==> config.mk <==
export PLATFORM = sky130hd
export DESIGN_NAME = ncl_mult3_sched
export DESIGN_NICKNAME = d
export VERILOG_FILES = /design/src/rtl/ncl_mult3_sched.sv
export SDC_FILE = /design/constraint.sdc
export NUM_CORES = 1
export LEC_CHECK = 0
export ABC_AREA = 1
export BUFFER_PORTS_ARGS = -buffer_cell sky130_fd_sc_hd__buf_2
export CORE_ASPECT_RATIO = 1.5
export CORE_MARGIN = 5
export CORE_UTILIZATION = 53
export CTS_CLUSTER_SIZE = 30
export DETAILED_ROUTE_END_ITERATION = 12
export GPL_TIMING_DRIVEN = 0
export PLACE_DENSITY = 0.79
export SLEW_MARGIN = 20
export SYNTH_ARGS = -nofsm -noshare
export SYNTH_HDL_FRONTEND = slang
export SYNTH_SLANG_ARGS = --single-unit
==> constraint.sdc <==
create_clock -name clk -period 2.6 [get_ports clk]
set_input_delay 0.39 -clock clk [delete_from_list [all_inputs] [get_ports clk]]
set_output_delay 0.39 -clock clk [all_outputs]
set_load 0.005 [all_outputs]
==> src/rtl/ncl_mult3_sched.sv <==
// ncl_mult3_sched: shares one dual-rail NCL 3x3 multiplier between N_REQ clocked
// requesters. A round-robin arbiter picks a requester, the FSM drives DATA/NULL
// wavefronts with a four-phase Ki/Ko handshake, and each product comes back
// on a valid/ready response port.
// Optional build macro NCL_WATCHDOG_EN adds a stuck-handshake watchdog that
// sets timeout_err and forces the FSM back to FLUSH.
module ncl_mult3_sched #(
  parameter int unsigned N_REQ       = 4,
  parameter int unsigned SYNC_STAGES = 2,
  parameter int unsigned STABLE_CYC  = 2,
  parameter int unsigned WDOG_CYC    = 255,
  localparam int unsigned ID_W       = (N_REQ > 1) ? $clog2(N_REQ) : 1
) (
  input  logic                 clk,
  input  logic                 rst_n,
  input  logic [N_REQ-1:0]     req_valid,
  output logic [N_REQ-1:0]     req_ready,
  input  logic [3*N_REQ-1:0]   req_a,
  input  logic [3*N_REQ-1:0]   req_b,
  output logic                 resp_valid,
  input  logic                 resp_ready,
  output logic [ID_W-1:0]      resp_id,
  output logic [5:0]           resp_prod,
  output logic [2:0]           mult_a_rail1,
  output logic [2:0]           mult_a_rail0,
  output logic [2:0]           mult_b_rail1,
  output logic [2:0]           mult_b_rail0,
  output logic                 mult_ki,
  input  logic                 mult_ko,
  input  logic [5:0]           mult_p_rail1,
  input  logic [5:0]           mult_p_rail0,
  output logic                 busy,
  output logic                 illegal_err,
  output logic                 timeout_err
);

  typedef enum logic [1:0] {
    ST_FLUSH = 2'd0,
    ST_IDLE  = 2'd1,
    ST_DATA  = 2'd2,
    ST_NULLW = 2'd3
  } state_t;

  localparam int unsigned       CNT_W   = $clog2(STABLE_CYC + 1);
  localparam logic [CNT_W-1:0]  CNT_MAX = CNT_W'(STABLE_CYC);

  // synchronizer chains
  logic [SYNC_STAGES-1:0]       r_ko_sync;
  logic [SYNC_STAGES-1:0][5:0]  r_p1_sync;
  logic [SYNC_STAGES-1:0][5:0]  r_p0_sync;
  logic                         w_ko_s;
  logic [5:0]                   w_p1_s;
  logic [5:0]                   w_p0_s;

  // completeness detection
  logic                         w_data_now;
  logic                         w_null_now;
  logic                         w_ill_now;
  logic [CNT_W-1:0]             r_data_cnt;
  logic [CNT_W-1:0]             r_null_cnt;
  logic [CNT_W-1:0]             r_ill_cnt;
  logic                         w_data_seen;
  logic                         w_null_seen;
  logic                         r_illegal;

  // FSM and registered outputs
  state_t                       r_state;
  logic [2:0]                   r_a1, r_a0, r_b1, r_b0;
  logic                         r_ki;
  logic [N_REQ-1:0]             r_req_ready;
  logic                         r_resp_valid;
  logic [ID_W-1:0]              r_resp_id;
  logic [5:0]                   r_resp_prod;
  logic                         r_busy;
  logic                         r_cap;
  logic [ID_W-1:0]              r_last;

  // arbitration
  logic                         w_gnt_found;
  logic [ID_W-1:0]              w_gnt_idx;
  logic [N_REQ-1:0]             w_gnt_onehot;
  logic [2:0]                   w_sel_a;
  logic [2:0]                   w_sel_b;

  logic                         w_wdog_hit;

  assign w_ko_s = r_ko_sync[SYNC_STAGES-1];
  assign w_p1_s = r_p1_sync[SYNC_STAGES-1];
  assign w_p0_s = r_p0_sync[SYNC_STAGES-1];

  // Bring the asynchronous multiplier outputs into the clock domain
  always_ff @(posedge clk or negedge rst_n) begin
    if (!rst_n) begin
      r_ko_sync <= '0;
      r_p1_sync <= '0;
      r_p0_sync <= '0;
    end else begin
      r_ko_sync[0] <= mult_ko;
      r_p1_sync[0] <= mult_p_rail1;
      r_p0_sync[0] <= mult_p_rail0;
      for (int unsigned s = 1; s < SYNC_STAGES; s++) begin
        r_ko_sync[s] <= r_ko_sync[s-1];
        r_p1_sync[s] <= r_p1_sync[s-1];
        r_p0_sync[s] <= r_p0_sync[s-1];
      end
    end
  end

  // A pair at 11 is neither valid data nor NULL, so it breaks both conditions
  assign w_data_now = &(w_p1_s ^ w_p0_s);
  assign w_null_now = &(~(w_p1_s | w_p0_s));
  assign w_ill_now  = |(w_p1_s & w_p0_s);

  function automatic logic [CNT_W-1:0] f_stab(input logic cond, input logic [CNT_W-1:0] cnt);
    if (!cond)
      return '0;
    else if (cnt == CNT_MAX)
      return cnt;
    else
      return cnt + 1'b1;
  endfunction

  // Count consecutive cycles each synchronized product condition holds
  always_ff @(posedge clk or negedge rst_n) begin
    if (!rst_n) begin
      r_data_cnt <= '0;
      r_null_cnt <= '0;
      r_ill_cnt  <= '0;
    end else begin
      r_data_cnt <= f_stab(w_data_now, r_data_cnt);
      r_null_cnt <= f_stab(w_null_now, r_null_cnt);
      r_ill_cnt  <= f_stab(w_ill_now, r_ill_cnt);
    end
  end

  assign w_data_seen = (r_data_cnt == CNT_MAX);
  assign w_null_seen = (r_null_cnt == CNT_MAX);

  // Sticky flag for a persistent 11 product pair
  always_ff @(posedge clk or negedge rst_n) begin
    if (!rst_n)
      r_illegal <= 1'b0;
    else if (r_ill_cnt == CNT_MAX)
      r_illegal <= 1'b1;
  end

  // Round-robin pick: first valid requester after the last granted one
  always_comb begin
    logic [ID_W-1:0] v_idx;
    v_idx        = '0;
    w_gnt_found  = 1'b0;
    w_gnt_idx    = '0;
    w_gnt_onehot = '0;
    w_sel_a      = '0;
    w_sel_b      = '0;
    for (int unsigned k = 1; k <= N_REQ; k++) begin
      v_idx = ID_W'((32'(r_last) + k) % N_REQ);
      if (!w_gnt_found && req_valid[v_idx]) begin
        w_gnt_found = 1'b1;
        w_gnt_idx   = v_idx;
      end
    end
    for (int unsigned i = 0; i < N_REQ; i++) begin
      if (w_gnt_idx == ID_W'(i)) begin
        w_gnt_onehot[i] = 1'b1;
        w_sel_a         = req_a[3*i +: 3];
        w_sel_b         = req_b[3*i +: 3];
      end
    end
  end

`ifdef NCL_WATCHDOG_EN
  localparam int unsigned WD_W = ($clog2(WDOG_CYC + 1) > 8) ? $clog2(WDOG_CYC + 1) : 8;
  logic [WD_W-1:0] r_wdog;
  state_t          r_wd_state;
  logic            r_timeout;

  assign w_wdog_hit  = (r_wdog == WD_W'(WDOG_CYC));
  assign timeout_err = r_timeout;

  // Count cycles spent in one waiting state; any state change restarts it
  always_ff @(posedge clk or negedge rst_n) begin
    if (!rst_n) begin
      r_wdog     <= '0;
      r_wd_state <= ST_FLUSH;
      r_timeout  <= 1'b0;
    end else begin
      r_wd_state <= r_state;
      if (w_wdog_hit)
        r_timeout <= 1'b1;
      if (w_wdog_hit || (r_state == ST_IDLE) || (r_state != r_wd_state))
        r_wdog <= '0;
      else
        r_wdog <= r_wdog + 1'b1;
    end
  end
`else
  assign w_wdog_hit  = 1'b0;
  assign timeout_err = 1'b0;
`endif

  // Scheduler FSM: grant, DATA wavefront, NULL wavefront, response hand-off
  always_ff @(posedge clk or negedge rst_n) begin
    if (!rst_n) begin
      r_state      <= ST_FLUSH;
      r_a1         <= '0;
      r_a0         <= '0;
      r_b1         <= '0;
      r_b0         <= '0;
      r_ki         <= 1'b0;
      r_req_ready  <= '0;
      r_resp_valid <= 1'b0;
      r_resp_id    <= '0;
      r_resp_prod  <= '0;
      r_busy       <= 1'b1;
      r_cap        <= 1'b0;
      r_last       <= ID_W'(N_REQ - 1);
    end else begin
      r_req_ready <= '0;
      r_cap       <= 1'b0;
      // capture happens a cycle before resp_valid rises; a capture can only
      // occur while resp_valid is low, so the two branches never collide
      if (r_cap)
        r_resp_valid <= 1'b1;
      else if (r_resp_valid && resp_ready)
        r_resp_valid <= 1'b0;

      if (w_wdog_hit) begin
        r_state <= ST_FLUSH;
        r_a1    <= '0;
        r_a0    <= '0;
        r_b1    <= '0;
        r_b0    <= '0;
        r_ki    <= 1'b0;
        r_busy  <= 1'b1;
      end else begin
        case (r_state)
          ST_FLUSH, ST_NULLW: begin
            if (w_null_seen && w_ko_s) begin
              r_state <= ST_IDLE;
              r_ki    <= 1'b1;
              r_busy  <= 1'b0;
            end
          end
          ST_IDLE: begin
            if (w_gnt_found && !r_resp_valid) begin
              r_state     <= ST_DATA;
              r_busy      <= 1'b1;
              r_req_ready <= w_gnt_onehot;
              r_last      <= w_gnt_idx;
              r_a1        <= w_sel_a;
              r_a0        <= ~w_sel_a;
              r_b1        <= w_sel_b;
              r_b0        <= ~w_sel_b;
            end
          end
          ST_DATA: begin
            if (w_data_seen && !w_ko_s) begin
              r_state     <= ST_NULLW;
              r_resp_prod <= w_p1_s;
              r_resp_id   <= r_last;
              r_cap       <= 1'b1;
              r_ki        <= 1'b0;
              r_a1        <= '0;
              r_a0        <= '0;
              r_b1        <= '0;
              r_b0        <= '0;
            end
          end
          default: r_state <= ST_FLUSH;
        endcase
      end
    end
  end

  assign req_ready    = r_req_ready;
  assign resp_valid   = r_resp_valid;
  assign resp_id      = r_resp_id;
  assign resp_prod    = r_resp_prod;
  assign mult_a_rail1 = r_a1;
  assign mult_a_rail0 = r_a0;
  assign mult_b_rail1 = r_b1;
  assign mult_b_rail0 = r_b0;
  assign mult_ki      = r_ki;
  assign busy         = r_busy;
  assign illegal_err  = r_illegal;

endmodule

* Yosys cells after proc, flatten, opt, wreduce, memory -nomap -nowiden
Index checks and enable logic that the tools add are counted.
** Operators by class
- Muxes and demuxes :: 59
- Magnitude comparators :: 4
- Bitwise logic cells :: 6
- Add/subtract/negate cells :: 7
- Equal/unequal tests :: 15
- Reduce and logical (&&, ||, !) cells :: 28
** Operator list (number)
- $mux W3 :: 13
- $mux W2 :: 13
- $pmux W3 S2 :: 4
- $mux W1 :: 20
- $eq A2 B2 Y1 const B :: 7
- $lt A2 B3 Y1 const B :: 4
- $ne A2 B2 Y1 const B :: 6
- $reduce_and A3 Y1 :: 4
- $reduce_and A6 Y1 :: 2
- $add A2 B1 Y2 const B :: 5
- $bmux W1 S2 :: 4
- $mux W4 :: 2
- $reduce_bool A2 Y1 :: 4
- $logic_and A1 B1 Y1 :: 7
- $and A6 B6 Y6 :: 1
- $not A3 Y3 :: 2
- $not A6 Y6 :: 1
- $or A6 B6 Y6 :: 1
- $pmux W2 S3 :: 1
- $reduce_or A6 Y1 :: 1
- $xor A6 B6 Y6 :: 1
- $logic_not A1 Y1 :: 5
- $add A2 B2 Y2 const B :: 2
- $eq A2 B1 Y1 const B :: 2
- 4 further kinds :: 7
** Word-level totals
- Register bits :: 65
- Word-level logic and storage cells :: 141
- Input port bits :: 44
- Output and inout port bits :: 29

* Logic depth before layout (Yosys ltp)
- Word-level depth :: 21
- Mapped depth :: 18
- Gate-level depth less buffers :: 16

* Worst setup path before layout
OpenSTA, ideal clock, no wires.
- Path kind :: register to register
- Start :: reg r_last[0]
- End :: reg r_b0[1] (netlist: mult_b_rail0[1])
- Path buffers :: 2
- Required time :: 2.483 ns
- Data arrival time :: 1.762 ns
- Cell stages (with the launch flop) :: 16
- Setup time :: 0.117 ns
- Setup slack :: 0.720 ns
- Clock period less this slack :: 1.880 ns
- Cell sequence :: dfstp_2 > inv_2 > buf_6 > nand2_4 > nand2_2 > nand2_1 > nand2_2 > nor2_8 > nand2_2 > nor2_4 > nor2_4 > buf_8 > nor2_8 > nand2_2 > nand3_1 > nand2_1
** Between the ends
- Cells in the longest elaborated chain, start to end :: 21
- Elaborated cells on any way between the ends :: 40
- Classes of those cells :: 4 x add/sub; 4 x eq/ne; 22 x mux; 1 x bitwise; 9 x reduce/logical
** Ends and longest elaborated chain
- start: declaration :: line 76 : logic [ID_W-1:0] r_last;
- start signal: assignment :: line 217 : r_last <= ID_W'(N_REQ - 1);
- start signal: assignment :: line 250 : r_last <= w_gnt_idx;
- $add A2 B1 Y2 :: line 157 : v_idx = ID_W'((32'(r_last) + k) % N_REQ);
- $bmux W1 S2 :: line 158 : if (!w_gnt_found && req_valid[v_idx]) begin
- $mux W1 (implied by the code) :: line 158
- $mux W1 :: line 158
- $logic_not A1 Y1 :: line 158
- $logic_and A1 B1 Y1 :: line 158
- $mux W1 :: line 158
- $logic_not A1 Y1 :: line 158
- (+2 left out)
- $logic_not A1 Y1 :: line 158
- $logic_and A1 B1 Y1 :: line 158
- $mux W2 :: line 158
- $logic_not A2 Y1 :: line 164 : if (w_gnt_idx == ID_W'(i)) begin
- $mux W3 (4 in a row) :: line 164
- $not A3 Y3 :: line 254 : r_b0 <= ~w_sel_b;
- $mux W3 :: line 246 : if (w_gnt_found && !r_resp_valid) begin
- $pmux W3 S2 :: line 237 : case (r_state)
- end signal: assignment :: line 254
- end: declaration :: line 68 : logic [2:0] r_a1, r_a0, r_b1, r_b0;
Several ways; a longest one is shown, not always the timed one. The select of a mux whose other input is x is not followed.
A chain may end at the register's enable or synchronous reset.

* Worst setup path after layout
- Start :: reg r_last[0]
- End :: reg r_b0[2] (netlist: mult_b_rail0[2])
The elaborated chain is that of the path after synthesis.

==> insert_results.sql <==
INSERT INTO impl_metrics (metric_group, metric, value, unit) VALUES
('clock_network', 'worst_skew_pair.late_latency', '0.35', 'ns'),
('setup_path', 'critPathKind', 'reg2reg', ''),
('sta', 'finalSetupTns', '0', 'ns'),
('sta', 'finalCritPeriodShare', '0.808', ''),
('power', 'static-leakage-power', '0.00210', 'uW'),
('route', 'detail_route.first_pass.iterations', '4', ''),
('logic_synthesis', 'yosys.area_share.xor_xnor', '0.00281', ''),
('clock_network', 'holdBufCountCts', '0', ''),
('sta', 'period_minus_slack', '2.10', 'ns'),
('logic_synthesis', 'synth_top_cell_by_area', 'dfrtp_1', ''),
('floorplanning', 'core-area', '5790', 'sq um'),
('global_route', 'antenna_found_initial', '0', ''),
('clock_network', 'ctsResizeCount', '0', ''),
('logic_synthesis', 'synth-seq-cells', '65', ''),
('floorplanning', 'start_util', '0.539', ''),
('sta', 'worstMarginPinSlew', '0.785', 'ns'),
('sta', 'rsz0062_at_grt', 'no', ''),
('sta', 'fin_skew', '0.0133', 'ns'),
('route', 'drtIter0Drc', '89', ''),
('hold_path', 'min_path_type', 'in2async', ''),
('cells_and_area', 'design.final.nets', '481', ''),
('placed_design', 'gp_routability_congestion', '0.873', ''),
('logic_synthesis', 'most_used_standard_cell_by_instance_count_after_synthesis', 'nand2_1', ''),
('route', 'drt-vias-per-instance', '4.94', ''),
('placed_design', 'detailed_place_hpwl', '4890', 'um'),
('logic_synthesis', 'postSynth.topFlopCell', 'dfrtp_1', ''),
('global_route', 'grt_max_degree', '66', ''),
('setup_path', 'crit_required', '2.89', 'ns'),
('setup_path', 'worstSetupEndpointType', 'register', ''),
('sta', 'maxSlewViolCount', '0', ''),
('clock_network', 'clock-sinks', '65', ''),
('setup_path', 'timing.critical_path.arrival', '2.39', 'ns'),
('clock_network', 'numCtsBuffers', '9', ''),
('flow_run', 'drv.max_cap_violation_count', '0', ''),
('setup_path', 'critical_path.max_fanout', '10', ''),
('route', 'dr_total_vias', '2449', ''),
('logic_synthesis', 'synth-edff-count', '0', ''),
('cells_and_area', 'drive_gt1_frac', '0.309', ''),
('power', 'ir_worst_vdd', '0.736', 'mV'),
('logic_synthesis', 'synth_simple_gate_area_share', '0.280', ''),
('clock_network', 'cts_max_path_buffers', '2', ''),
('route', 'drt-total-wl', '6580', 'um'),
('floorplanning', 'dieArea', '7550', 'sq um'),
('cells_and_area', 'antenna_cells', '0', ''),
('logic_synthesis', 'synth_top_family_by_area', 'simple AND/OR/NAND/NOR gates', ''),
('clock_network', 'cts_post_setup_buffers_inserted', '0', ''),
('cells_and_area', 'area_growth_syn_to_layout', '21.6', '%'),
('sta', 'fmax', '0.476', 'GHz'),
('route', 'number_of_routed_nets_with_antenna_violations', '0', ''),
('logic_synthesis', 'yosysTopAreaCellShare', '0.497', ''),
('logic_synthesis', 'yosys_synthesis_warning_count', '0', ''),
('global_route', 'overflow', '0', ''),
('route', 'route.detailed.drc', '0', ''),
('route', 'drt-wirelength-per-cell', '13.3', 'um'),
('sta', 'setup_violations', '0', ''),
('clock_network', 'cts_htree_levels', '3', ''),
('outcome', 'run_status', 'completed', ''),
('placed_design', 'io_buffer_count', '71', ''),
('global_route', 'grt_pass1_vias', '2584', ''),
('logic_synthesis', 'synth.net_count', '399', ''),
('logic_synthesis', 'yosysUniqueCellTypes', '33', ''),
('logic_synthesis', 'complex_gate_fraction_of_the_synthesized_area', '0.0557', ''),
('floorplanning', 'fp.dieH', '104', 'um'),
('logic_synthesis', 'netlist_instances', '337', ''),
('logic_synthesis', 'mappedNetlistArea', '3120', 'sq um'),
('placed_design', 'numPlacedInstances', '480', ''),
('logic_synthesis', 'post_synth_most_frequent_cells', '99 x nand2_1, 62 x dfrtp_1, 36 x inv_1, 21 x o21ai_0', ''),
('cells_and_area', 'final_cells', '496', ''),
('logic_synthesis', 'muxShareOfSynthArea', '0', ''),
('clock_network', 'cts_tree', 'built', ''),
('logic_synthesis', 'synth-async-reset-ratio', '1.00', '');
## cells by family (layout without fill, tap and decap cells)
group / Yosys count / after routing
XOR/XNOR: 1 / 1
other: 1 / 1
AND/OR/NAND/NOR: 175 / 175
buffers and inverters: 45 / 132
adder cells (fa/ha/maj): 18 / 18
flip-flops: 65 / 65
AO/OA/AOI/OAI: 32 / 32
## placed cells by master, fill, tap and decap left out, drive strengths merged, types with 6 or more instances in the layout
cell,netlist,routed
nand4,6,6
inv,38,39
nand3,20,20
a21oi,6,6
nor2,16,16
buf,6,77
dfrtp,62,62
nand2,120,120
clkbuf,1,10
ha,18,18
o21ai,24,24
or2,8,8
## layout make-up
type / count / area [sq um]
multi-input cells: 227 / 1290
well taps: 72 / 90.1
fillers: 462 / 1990
clock inverters: 7 / 103
clock buffers: 9 / 124
repair buffers: 71 / 358
flip-flops and latches: 65 / 1630
plain buffers: 7 / 61.3
inverters: 38 / 143
## state kept, by name (all words and copies together), names as in the netlist, 3 cells and up
name,flops
mult_b_rail1,3
mult_a_rail1,3
mult_a_rail0,3
resp_prod,6
r_p0_sync,6
w_p1_s,6
mult_b_rail0,3
req_ready,4
w_p0_s,6
r_p1_sync,6
## worst paths after layout
| check | start | end | slack, ns | cells past startpoint |
|---|---|---|---|---|
| setup / recovery | r_last[0]$_DFFE_PN1P_ | mult_b_rail0[2]$_DFFE_PN0P_ | 0.50 | 14 |
| hold / removal | rst_n | r_data_cnt[0]$_DFFE_PN0P_ | 0.13 | 1 |
| setup reg to reg | r_last[0]$_DFFE_PN1P_ | mult_b_rail0[2]$_DFFE_PN0P_ | 0.50 | 14 |
| hold reg to reg | r_p1_sync[3]$_DFF_PN0_ | w_p1_s[3]$_DFF_PN0_ | 0.35 | 0 |
| max in group asynchronous | rst_n | w_p0_s[2]$_DFF_PN0_ | 1.97 | 1 |
| min in group clk | mult_p_rail0[1] | r_p0_sync[1]$_DFF_PN0_ | 0.14 | 1 |
## critical path, stage by stage (launching register included)
cell     delay, ns
dfstp_2       0.54
buf_4         0.17
nand2_1       0.09
nand2_2       0.10
nand2_1       0.08
nand2_2       0.11
nor2_8        0.06
nand4_1       0.09
nand2_1       0.08
inv_1         0.05
nand2_1       0.09
nor2_1        0.26
buf_6         0.19
nand3_1       0.08
nand2_1       0.06
## layer usage
metal / wire length (um) / share of wire / global-route usage / vias up
met4: 120 / 0.018 / 0.0765 / 0
met3: 506 / 0.077 / 0.0706 / 9
met1: 2540 / 0.39 / 0.210 / 1142
met2: 3420 / 0.52 / 0.331 / 77
li1: - / - / - / 1221
met5: 0 / 0 / 0 / -
## per-stage QoR
step           total power, uW  cell area (sq um)  hold WS [ns]  setup WS [ns]  utilization
2_1_floorplan             3030               3120        0.0944          0.720            -
4_1_cts                   4570               3790         0.116          0.493        0.656
6_report                  4520               3790         0.135          0.499        0.656
3_3_place_gp              3520               3570         0.333          0.510        0.616
5_1_grt                   4920               3790         0.104          0.325        0.656
3_5_place_dp              3590               3570         0.336          0.500        0.617
## report_power, final
part	switching, uW	total [uW]	internal (uW)
clock	418	965	547
combinational	1420	2220	800
sequential	109	1340	1230
total	1940	4520	2580
(Power assumes the default switching activity.)
